### config.mk
export PLATFORM = sky130hd
export DESIGN_NAME = count_ctrl_arb
export DESIGN_NICKNAME = d
export VERILOG_FILES = /design/src/rtl/count_ctrl_arb.sv
export SDC_FILE = /design/constraint.sdc
export NUM_CORES = 1
export LEC_CHECK = 0
export ABC_AREA = 1
export CAP_MARGIN = 40
export CELL_PAD_IN_SITES_DETAIL_PLACEMENT = 0
export CELL_PAD_IN_SITES_GLOBAL_PLACEMENT = 1
export CORE_ASPECT_RATIO = 0.8
export CORE_MARGIN = 3
export CORE_UTILIZATION = 37
export CTS_CLUSTER_DIAMETER = 120
export CTS_CLUSTER_SIZE = 12
export DETAILED_ROUTE_END_ITERATION = 12
export GPL_ROUTABILITY_DRIVEN = 0
export PLACE_DENSITY_LB_ADDON = 0.1
export SLEW_MARGIN = 25
export SYNTH_ARGS = -nofsm -noshare
export SYNTH_HDL_FRONTEND = slang
export SYNTH_SLANG_ARGS = --single-unit
### constraint.sdc
create_clock -name clock -period 3.4 [get_ports clock]
set_input_delay 0.51 -clock clock [delete_from_list [all_inputs] [get_ports clock]]
set_output_delay 0.51 -clock clock [all_outputs]
set_load 0.1 [all_outputs]
### src/rtl/count_ctrl_arb.sv
// Round-robin command controller for a loadable up/down mod-(MAX_VAL+1) counter.
// Serialises LOAD/UP/DOWN/READ from two requesters into cycle-level counter controls.
module count_ctrl_arb #(
   parameter int unsigned WIDTH   = 4,
   parameter int unsigned MAX_VAL = 11
) (
   input  logic             clock,
   input  logic             resetn,
   input  logic             req0_valid,
   output logic             req0_ready,
   input  logic [1:0]       req0_op,
   input  logic [WIDTH-1:0] req0_data,
   input  logic             req1_valid,
   output logic             req1_ready,
   input  logic [1:0]       req1_op,
   input  logic [WIDTH-1:0] req1_data,
   output logic             cnt_load,
   output logic             cnt_mode,
   output logic             cnt_en,
   output logic [WIDTH-1:0] cnt_data_in,
   input  logic [WIDTH-1:0] cnt_data_out,
   output logic             rsp_valid,
   output logic             rsp_id,
   output logic [WIDTH-1:0] rsp_value,
   output logic             rsp_err,
   output logic             busy
);

   typedef enum logic [1:0] {StIdle, StExec, StSettle, StResp} state_e;

   localparam logic [1:0]       OpLoad = 2'b00;
   localparam logic [1:0]       OpUp   = 2'b01;
   localparam logic [1:0]       OpDown = 2'b10;
   localparam logic [WIDTH-1:0] MaxVal = WIDTH'(MAX_VAL);

   state_e           state_q, state_d;
   logic             rr_q, rr_d;
   logic [1:0]       op_q, op_d;
   logic             id_q, id_d;
   logic             err_q, err_d;
   logic [WIDTH-1:0] steps_q, steps_d;
   logic [WIDTH-1:0] rsp_value_q, rsp_value_d;
   logic             rsp_err_q, rsp_err_d;
   logic [WIDTH-1:0] data_in_q, data_in_d;

   logic             gnt0, gnt1, hs;
   logic [1:0]       sel_op;
   logic [WIDTH-1:0] sel_data;

   // rr_q = 1 gives requester 1 priority when both are valid
   always_comb begin
      gnt0     = req0_valid && (!req1_valid || !rr_q);
      gnt1     = req1_valid && (!req0_valid || rr_q);
      hs       = (state_q == StIdle) && (gnt0 || gnt1);
      sel_op   = gnt1 ? req1_op : req0_op;
      sel_data = gnt1 ? req1_data : req0_data;
   end

   always_comb begin
      state_d     = state_q;
      rr_d        = rr_q;
      op_d        = op_q;
      id_d        = id_q;
      err_d       = err_q;
      steps_d     = steps_q;
      rsp_value_d = rsp_value_q;
      rsp_err_d   = rsp_err_q;
      data_in_d   = data_in_q;
      case (state_q)
         StIdle: begin
            if (hs) begin
               id_d    = gnt1;
               op_d    = sel_op;
               rr_d    = ~gnt1;
               steps_d = sel_data;
               err_d   = 1'b0;
               case (sel_op)
                  OpLoad: begin
                     if (sel_data > MaxVal) begin
                        err_d   = 1'b1;
                        state_d = StSettle;
                     end else begin
                        data_in_d = sel_data;
                        state_d   = StExec;
                     end
                  end
                  OpUp, OpDown: state_d = (sel_data != '0) ? StExec : StSettle;
                  default:      state_d = StSettle;
               endcase
            end
         end
         StExec: begin
            if (op_q == OpLoad) begin
               state_d = StSettle;
            end else begin
               steps_d = steps_q - WIDTH'(1);
               if (steps_q == WIDTH'(1)) state_d = StSettle;
            end
         end
         StSettle: begin
            rsp_value_d = cnt_data_out;
            rsp_err_d   = err_q;
            state_d     = StResp;
         end
         StResp:  state_d = StIdle;
         default: state_d = StIdle;
      endcase
   end

   always_ff @(posedge clock or negedge resetn) begin
      if (!resetn) begin
         state_q     <= StIdle;
         rr_q        <= 1'b0;
         op_q        <= 2'b00;
         id_q        <= 1'b0;
         err_q       <= 1'b0;
         steps_q     <= '0;
         rsp_value_q <= '0;
         rsp_err_q   <= 1'b0;
         data_in_q   <= '0;
      end else begin
         state_q     <= state_d;
         rr_q        <= rr_d;
         op_q        <= op_d;
         id_q        <= id_d;
         err_q       <= err_d;
         steps_q     <= steps_d;
         rsp_value_q <= rsp_value_d;
         rsp_err_q   <= rsp_err_d;
         data_in_q   <= data_in_d;
      end
   end

   always_comb begin
      req0_ready  = (state_q == StIdle) && gnt0;
      req1_ready  = (state_q == StIdle) && gnt1;
      cnt_load    = (state_q == StExec) && (op_q == OpLoad);
      cnt_en      = (state_q == StExec) && ((op_q == OpUp) || (op_q == OpDown));
      cnt_mode    = (state_q == StExec) && (op_q == OpUp);
      cnt_data_in = data_in_q;
      rsp_valid   = (state_q == StResp);
      rsp_id      = id_q;
      rsp_value   = rsp_value_q;
      rsp_err     = rsp_err_q;
      busy        = (state_q != StIdle);
   end

endmodule

==> impl_metrics.json <==
{
  "clockRootBuffer": "clkbuf_8",
  "path_clk_slew_ns": 0.08,
  "post-place-ws_ns": 0.999,
  "cp.arrival_ns": 1.85,
  "grtUsageTotal_pct": 15.7,
  "hold_viol": 0,
  "crit_required_ns": 2.89,
  "cp-startpoint": "req1_valid",
  "final_nets": 232,
  "slew_headroom_pct": 62.1,
  "timing.hold.ws_ns": 0.493,
  "rrSetupSlack_ns": 1.62,
  "path_max_fanout": 8,
  "wl_met2_um": 1300,
  "insertion_delay_ns": 0.26,
  "grt_pass1_wl_um": 5110,
  "fillers": 289,
  "crit_family": "buffers and inverters",
  "io_pins": 37,
  "drt-wirelength-per-cell_um": 12.0,
  "fp.dieW_um": 72.1,
  "synth_edf_count": 0,
  "ctsLongestPathBuffers": 2,
  "cts.sinks": 20,
  "syn_nets": 183,
  "die_height_um": 58.9,
  "drt_drc_violations_left": 0,
  "layout_setup_ws_ns": 1.04,
  "synth-seq-area-share_pct": 38.6,
  "htreeDepth": 1,
  "detailed_place_hpwl_um": 2420,
  "slew_viol_final": 0,
  "worstSetupPathType": "in -> out",
  "slowest_delay_ns": 0.58,
  "initial_core_util_pct": 40.2,
  "grt.overflow.total": 0,
  "max_cap_violations": 0,
  "r2r_end": "steps_q[1]",
  "synthCells": 152,
  "yosys.area.top_type": "dfrtp_1",
  "syn_area_per_cell_um2": 8.52,
  "path_cells": "clkdlybuf4s50_1, nand2_2, nand3_1, inv_1, buf_4",
  "dr.pass1.iters": 4,
  "portBuffers": 36,
  "drive_gt1_share_pct": 24.0,
  "synth_ff_type": "dfrtp_1",
  "cts_resized": 0,
  "hold_path_depth": 2,
  "cpMaxStageDelayCell": "clkdlybuf4s50_1",
  "wl_met1_um": 1380,
  "drtAntennaViolNets": 0,
  "first_iter_violations": 25,
  "grt_max_degree": 13,
  "synth.area.top_cells": "dfrtp_1 (39%), ha_1 (11%), inv_1 (7.2%)",
  "setup_viol": 0,
  "cts_tree": "done",
  "top_layer_used": "met4",
  "min_period_over_period_pct": 69.4,
  "vias": 1114,
  "postCtsHoldBufs": 0,
  "reg2reg_from": "state_q[1]",
  "hp-class": "reg -> reg",
  "rsz0062_at_grt": "no",
  "synth_area_um2": 1290,
  "min_period_ns": 2.36,
  "synthToLayoutAreaGrowth_pct": 46.3,
  "routed_wl_um": 2880,
  "met3_length_um": 157,
  "diodes": 0,
  "die_area_um2": 4250,
  "status": "completed",
  "antenna_found_initial": 0,
  "grt_pass1_vias": 1123,
  "skew_ns": 0.00290,
  "regArea_um2": 500,
  "crit_path_start_kind": "input port",
  "reg2reg_depth": 7,
  "yosysUniqueCellTypes": 25,
  "hp-start": "err_q",
  "fmax_mhz": 424,
  "ys_warn_count": 0,
  "ys_async_sr_fraction_pct": 100,
  "tightest_slew_ns": 0.567,
  "rows": 18,
  "fin_setup_tns_ns": 0,
  "crit_buf_inv": 3,
  "synth.most_common_cell": "inv_1",
  "hold_path_end": "err_q",
  "multi_input_area_um2": 656,
  "cts_setup_buffers": 0,
  "viasPerCell": 4.64,
  "numCtsBuffers": 3,
  "core_area_um2": 3220,
  "synth.top_cell.area_share_pct": 38.6,
  "endpoint_kind": "output port",
  "synth_seq_cells": 20,
  "synth_commonest_cells": "inv_1 (25), nand2_1 (23), dfrtp_1 (20)"
}
## worst register-to-register path: stages, from the launching register on
cell,delay [ns]
dfrtp_1,0.42
inv_1,0.12
ha_1,0.36
inv_2,0.14
a211oi_4,0.36
o21ai_1,0.11
a21oi_1,0.13
nor2_1,0.05
## placed cells by master (no fill, tap or decap), drive strengths merged
cell           netlist  layout
nand2               33      33
inv                 30      30
clkdlybuf4s50        0      29
dfrtp               20      20
buf                  2      18
o21ai               15      15
nand3               12      12
ha                  11      11
nor2                11      11
mux2                 5       5
a21oi                4       4
clkbuf               1       3
xor2                 2       2
o211ai               2       2
nor3                 1       1
a31oi                1       1
a211oi               1       1
o22ai                1       1
bufinv               0       1
## layout make-up
type                    count  area share, %
multi-input cells          99           34.6
repair buffers             47           26.6
flip-flops and latches     20           26.4
inverters                  30           5.94
well taps                  40           2.64
clock buffers               3           2.18
clock inverters             1           1.59
## state kept, by name (all words and copies together) (netlist names)
signal / count
state_q: 2
rr_q: 1
rsp_value: 4
steps_q: 4
op_q: 2
rsp_err: 1
cnt_data_in: 4
err_q: 1
rsp_id: 1
## cells by family (layout without fill, tap and decap cells)
logic type | Yosys count | count (layout) | share of synthesized area, %
xor gates and xnor gates | 2 | 2 | 1.35
AOI/OAI and AO/OA | 24 | 24 | 11.3
and+or+nand+nor | 57 | 57 | 23.0
DFF | 20 | 20 | 38.6
adders and majority gates | 11 | 11 | 10.6
muxes | 5 | 5 | 4.35
buffers and inverters | 33 | 81 | 10.7
## per-stage QoR
| step | utilization [%] | std cells | area (um2) |
|---|---|---|---|
| after CTS | 58.8 | 240 | 1890 |
| after floorplan | - | 152 | 1290 |
| after global placement | 51.6 | 225 | 1660 |
| final | 58.8 | 240 | 1890 |
| after global routing | 58.8 | 240 | 1890 |
| after detailed placement | 56.6 | 236 | 1820 |
## worst max-delay path by stage
stage / end / slack [ns] / cells past startpoint
after floorplan: cnt_data_in[0] / 1.33 / 9
after global placement: state_q[1] / 1.05 / 9
after detailed placement: state_q[1] / 1.0 / 9
after CTS: req0_ready / 1.04 / 5
after global routing: req0_ready / 0.94 / 5
final: req0_ready / 1.04 / 5
## layer usage
layer	global-route usage [%]	vias up
met4	5.63	0
met3	4.10	5
met2	25.6	26
met1	20.1	503
met5	0	-
li1	-	580
Power is left out: the tool's default activity adds up to more than one toggle a clock period on the data nets, which glitch-free logic cannot reach.
